--- src/rtl/lcd_byte_sequencer.sv ---
// Runs the HD44780 4-bit power-up sequence, then splits host bytes into high/low nibble
// transfers on the sendCommand/commandDone handshake; the low nibble polls the busy flag.
module lcd_byte_sequencer #(
  parameter int FREQ          = 50000000,
  parameter int POWERUP_US    = 15000,
  parameter int INIT_LONG_US  = 4100,
  parameter int INIT_SHORT_US = 100
) (
  input  logic       CLK,
  input  logic       RST,
  input  logic       wr_valid,
  output logic       wr_ready,
  input  logic [7:0] wr_data,
  input  logic       wr_rs,
  output logic       init_done,
  output logic       sendCommand,
  output logic [3:0] command,
  output logic       command_rs,
  output logic       read_busy,
  output logic       mode4bit,
  input  logic       commandDone
);

  localparam int CYC_US = FREQ / 1000000;
  localparam int TW     = $clog2(CYC_US * POWERUP_US + 1);

  localparam logic [TW-1:0] PWR_END   = TW'(CYC_US * POWERUP_US - 1);
  localparam logic [TW-1:0] LONG_END  = TW'(CYC_US * INIT_LONG_US - 1);
  localparam logic [TW-1:0] SHORT_END = TW'(CYC_US * INIT_SHORT_US - 1);

  localparam logic [3:0] S_PWR_WAIT    = 4'd0;
  localparam logic [3:0] S_INIT_SEND   = 4'd1;
  localparam logic [3:0] S_INIT_DONE_W = 4'd2;
  localparam logic [3:0] S_INIT_WAIT   = 4'd3;
  localparam logic [3:0] S_CFG         = 4'd4;
  localparam logic [3:0] S_IDLE        = 4'd5;
  localparam logic [3:0] S_SEND_HI     = 4'd6;
  localparam logic [3:0] S_WAIT_HI     = 4'd7;
  localparam logic [3:0] S_GAP         = 4'd8;
  localparam logic [3:0] S_SEND_LO     = 4'd9;
  localparam logic [3:0] S_WAIT_LO     = 4'd10;
  localparam logic [3:0] S_GAP2        = 4'd11;

  logic [3:0]    r_state;
  logic [TW-1:0] r_timer;
  logic [1:0]    r_idx;
  logic [3:0]    r_lo_nib;
  logic          r_init_done;
  logic          r_send;
  logic [3:0]    r_cmd;
  logic          r_cmd_rs;
  logic          r_read_busy;
  logic          r_mode4;

  logic [7:0]    w_cfg_byte;
  logic          w_init_wait_end;
  logic          w_wr_ready;

  // Function set 4-bit/2-line, display on, clear, entry mode increment.
  always_comb begin
    w_cfg_byte = 8'h06;
    case (r_idx)
      2'd0:    w_cfg_byte = 8'h28;
      2'd1:    w_cfg_byte = 8'h0C;
      2'd2:    w_cfg_byte = 8'h01;
      default: w_cfg_byte = 8'h06;
    endcase
  end

  assign w_init_wait_end = (r_timer == ((r_idx == 2'd0) ? LONG_END : SHORT_END));
  assign w_wr_ready      = (r_state == S_IDLE) && r_init_done;

  always_ff @(posedge CLK or posedge RST) begin
    if (RST) begin
      r_state     <= S_PWR_WAIT;
      r_timer     <= '0;
      r_idx       <= '0;
      r_lo_nib    <= '0;
      r_init_done <= 1'b0;
      r_send      <= 1'b0;
      r_cmd       <= '0;
      r_cmd_rs    <= 1'b0;
      r_read_busy <= 1'b0;
      r_mode4     <= 1'b0;
    end else begin
      r_timer <= r_timer + 1'b1;
      r_send  <= 1'b0;
      case (r_state)
        S_PWR_WAIT: if (r_timer == PWR_END) begin
          r_state     <= S_INIT_SEND;
          r_timer     <= '0;
          r_send      <= 1'b1;
          r_cmd       <= 4'h3;
          r_cmd_rs    <= 1'b0;
          r_read_busy <= 1'b0;
          r_mode4     <= 1'b0;
        end
        S_INIT_SEND: begin
          r_state <= S_INIT_DONE_W;
          r_timer <= '0;
        end
        S_INIT_DONE_W: if (commandDone) begin
          r_state <= S_INIT_WAIT;
          r_timer <= '0;
        end
        S_INIT_WAIT: if (w_init_wait_end) begin
          r_timer <= '0;
          if (r_idx == 2'd3) begin
            r_state <= S_CFG;
            r_idx   <= '0;
          end else begin
            r_state <= S_INIT_SEND;
            r_idx   <= r_idx + 1'b1;
            r_send  <= 1'b1;
            r_cmd   <= (r_idx == 2'd2) ? 4'h2 : 4'h3;
          end
        end
        S_CFG: begin
          r_state     <= S_SEND_HI;
          r_timer     <= '0;
          r_lo_nib    <= w_cfg_byte[3:0];
          r_send      <= 1'b1;
          r_cmd       <= w_cfg_byte[7:4];
          r_cmd_rs    <= 1'b0;
          r_read_busy <= 1'b0;
          r_mode4     <= 1'b1;
        end
        S_IDLE: if (wr_valid && w_wr_ready) begin
          r_state     <= S_SEND_HI;
          r_timer     <= '0;
          r_lo_nib    <= wr_data[3:0];
          r_send      <= 1'b1;
          r_cmd       <= wr_data[7:4];
          r_cmd_rs    <= wr_rs;
          r_read_busy <= 1'b0;
          r_mode4     <= 1'b1;
        end
        S_SEND_HI: begin
          r_state <= S_WAIT_HI;
          r_timer <= '0;
        end
        S_WAIT_HI: if (commandDone) begin
          r_state <= S_GAP;
          r_timer <= '0;
        end
        // The transfer stage sits one cycle in done_tick; GAP covers it. command_rs is kept.
        S_GAP: begin
          r_state     <= S_SEND_LO;
          r_timer     <= '0;
          r_send      <= 1'b1;
          r_cmd       <= r_lo_nib;
          r_read_busy <= 1'b1;
          r_mode4     <= 1'b1;
        end
        S_SEND_LO: begin
          r_state <= S_WAIT_LO;
          r_timer <= '0;
        end
        S_WAIT_LO: if (commandDone) begin
          r_state <= S_GAP2;
          r_timer <= '0;
          if (!r_init_done) begin
            if (r_idx == 2'd3) r_init_done <= 1'b1;
            else               r_idx       <= r_idx + 1'b1;
          end
        end
        S_GAP2: begin
          r_state <= r_init_done ? S_IDLE : S_CFG;
          r_timer <= '0;
        end
        default: begin
          r_state <= S_PWR_WAIT;
          r_timer <= '0;
        end
      endcase
    end
  end

  assign wr_ready    = w_wr_ready;
  assign init_done   = r_init_done;
  assign sendCommand = r_send;
  assign command     = r_cmd;
  assign command_rs  = r_cmd_rs;
  assign read_busy   = r_read_busy;
  assign mode4bit    = r_mode4;

endmodule

--- config.mk ---
export PLATFORM = sky130hd
export DESIGN_NAME = lcd_byte_sequencer
export DESIGN_NICKNAME = d
export VERILOG_FILES = /design/src/rtl/lcd_byte_sequencer.sv
export SDC_FILE = /design/constraint.sdc
export NUM_CORES = 1
export LEC_CHECK = 0
export ABC_AREA = 1
export ABC_CLOCK_PERIOD_IN_PS = 4470
export CAP_MARGIN = 20
export CORE_UTILIZATION = 30
export CTS_CLUSTER_DIAMETER = 100
export DETAILED_ROUTE_END_ITERATION = 10
export PLACE_DENSITY = 0.55
export SYNTH_ARGS = -nofsm -noshare
export SYNTH_HDL_FRONTEND = slang
export SYNTH_SLANG_ARGS = --single-unit
--- constraint.sdc ---
create_clock -name CLK -period 4.47 [get_ports CLK]
set_clock_uncertainty 0.1 [all_clocks]
set_input_delay 1.1175 -clock CLK [delete_from_list [all_inputs] [get_ports CLK]]
set_output_delay 1.1175 -clock CLK [all_outputs]
set_load 0.02 [all_outputs]
==> flow_summary_export.csv <==
group,metric,value,unit
sta,hold_violations,0,
worst_setup_path,cp.arrival,1.96,ns
synth,synth_area,2750,um^2
job,drv_cap,0,
synth,syn_nets,402,
power,power_leakage,0.00156,uW
detailed_routing,post-route-drc-count,2,
sta,worst_slew_pin_slew,0.533,ns
clocking,cts_made_buffers,5,
floorplanning,die_h,97.8,um
grt,grt_pass1_vias,2334,
grt,overflow,0,
clocking,insertion_delay,0.30,ns
power,ir_worst_vdd,0.110,mV
clocking,ctsHoldBuffers,0,
detailed_routing,dr.pass1.iters,7,
worst_setup_path,cp-start-kind,"flop",
clocking,cts_tree,"built",
outcome,violations,"design-rule violations",
grt,grt_max_degree,40,
synth,ys_types,40,
power,p_per_area,215,nW/um^2
cells_and_area,fin_nets,425,
cells_and_area,num_antenna_cells,0,
worst_setup_path,crit_path_end_kind,"output port",
detailed_routing,drtIter0Drc,144,
floorplanning,dieArea,9570,um^2
cells_and_area,most-common-layout-cells,"118 x nand2_1, 50 x inv_1, 39 x nor2_1, 39 x dfrtp_1, 29 x nand3_1",
detailed_routing,wl_per_cell,12.7,um
clocking,cts_root_buf,"clkbuf_8",
worst_setup_path,crit_path_max_fanout,7,
sta,finalSetupTns,0,ns
sta,slew_headroom,64.3,%
sta,max_freq,315,MHz
detailed_routing,vias_per_cell,4.70,
sta,rsz0062_at_grt,"no",
synth,synth.avg_cell_area,7.17,um^2
floorplanning,start_util,31.3,%
worst_setup_path,required,3.25,ns
detailed_routing,vias,2427,
sta,hold_slack,0.384,ns
placement,dp_hpwl,4.99,mm
cells_and_area,final_layout_size_suffix_gt1_share,11.5,%
clocking,cts_buffer_depth,2,
placement,place_congestion,0.857,
detailed_routing,routed_wl,6.56,mm
clocking,clkTransAtPathRegs,0.09,ns
hold_path,hp-class,"flop to flop",
clocking,post_cts_buffers,0,
sta,finalSetupViolCount,0,
placement,portBuffers,22,
cells_and_area,nFillCells,913,
clocking,cts_resized,0,
detailed_routing,antenna_left,0,
sta,min_period_over_period,71.0,%
synth,synth-warning-count,0,
grt,antenna_found_initial,0,
power,power,682,uW
outcome,status,"finished, violations left",
sta,min_period,3.17,ns
floorplanning,boundaryPins,23,
cells_and_area,final_common_cell,"nand2_1",
sta,slew_viol_final,0,
worst_setup_path,path_class,"flop to output port",
clocking,cts_htree_levels,2,
cells_and_area,syn2layout_area_growth,15.2,%
synth,syn_inst,384,
clocking,numClockSinks,39,
floorplanning,die_w,97.8,um
floorplanning,placeableCoreArea,8810,um^2
floorplanning,rows,34,
synth,synth_seq_area_share,35.4,%
synth,ys_seq_elements,39,
grt,grt_pass1_wl,11.3,mm
grt,grt_util_all_layers,14.8,%
[flip-flops by register name, summed over array words and instances (netlist names)]
name         count
r_timer         20
command          4
r_lo_nib         4
r_state          4
r_idx            2
command_rs       1
init_done        1
mode4bit         1
read_busy        1
sendCommand      1
[Yosys cell counts (all sizes together)]
| cell | n | area, um^2 |
|---|---|---|
| a21oi | 3 | 30.0 |
| a31oi | 3 | 18.8 |
| a32o | 1 | 10.0 |
| and2 | 7 | 61.3 |
| buf | 7 | 56.3 |
| clkinv | 1 | 5.00 |
| dfrtp | 39 | 976 |
| ha | 5 | 62.6 |
| inv | 53 | 199 |
| nand2 | 126 | 493 |
| nand3 | 31 | 173 |
| nand3b | 1 | 11.3 |
| nand4 | 12 | 81.3 |
| nor2 | 42 | 170 |
| nor2b | 8 | 103 |
| nor3 | 9 | 55.1 |
| o2111ai | 1 | 8.76 |
| o211ai | 2 | 15.0 |
| o21ai | 15 | 75.1 |
| o21bai | 1 | 7.51 |
| o221ai | 1 | 8.76 |
| o22ai | 1 | 6.26 |
| o31ai | 1 | 7.51 |
| or2 | 1 | 6.26 |
| xnor2 | 3 | 26.3 |
| xor2 | 10 | 87.6 |
[through the flow]
stage | util (%) | cell area, um^2 | setup slack (ns) | std cells
after CTS | 36.0 | 3170 | 1.28 | 516
after global placement | 34.8 | 3060 | 1.65 | 508
after global routing | 36.0 | 3170 | 1.12 | 516
after detailed placement | 34.8 | 3060 | 1.62 | 508
after floorplan | - | 2750 | 2.13 | 384
final | 36.0 | 3170 | 1.30 | 516
[final timing paths]
kind,from,end,depth (start not counted),slack [ns]
max,r_state[3],wr_ready,6,1.30
min,read_busy,read_busy,2,0.38
max reg2reg,r_idx[0],r_timer[9],10,2.01
min reg2reg,read_busy,read_busy,2,0.38
max in group asynchronous,RST,r_timer[17],3,2.76
min in group asynchronous,RST,command[3],3,1.15
[area by class of cell]
cell class	count	area, um^2	area share (%)
clock buffer	5	68.8	2.17
tap	108	135	4.26
sequential	39	976	30.8
clock inverter	3	43.8	1.38
timing repair buffer	23	228	7.18
multi-input combinational	284	1520	47.8
inverter	54	204	6.43
[worst max-delay path, stage by stage (launching register included)]
cell             delay, ns
dfrtp_1               0.46
inv_2                 0.08
nand2_2               0.09
nor2_4                0.13
nand2_1               0.17
nor2_1                0.13
clkdlybuf4s50_1       0.61
[report_power, final]
group / internal (uW) / switching (uW) / leakage (uW)
clock network: 167 / 143 / 0.0000581
registers: 352 / 0 / 0.000462
logic: 9.80 / 9.72 / 0.00104
total: 529 / 153 / 0.00156
[per-layer routing]
metal / part of all wire [%] / vias to the layer above / track usage (%) / wire length (um)
met5: 0 / - / 0 / 0
met4: 1.8 / 0 / 5.59 / 121
met3: 3.2 / 11 / 2.08 / 208
met2: 46 / 44 / 23.3 / 3010
met1: 49 / 1113 / 20.6 / 3220
li1: - / 1259 / - / -
[cell families after synthesis]
group	synth area share, %
AND/OR/NAND/NOR	41.9
flip-flops	35.4
adder cells (fa/ha/maj)	2.27
buffers and inverters	9.45
AO/OA/AOI/OAI	6.82
XOR/XNOR	4.13
No activity file was read; power rests on OpenSTA's default activity.
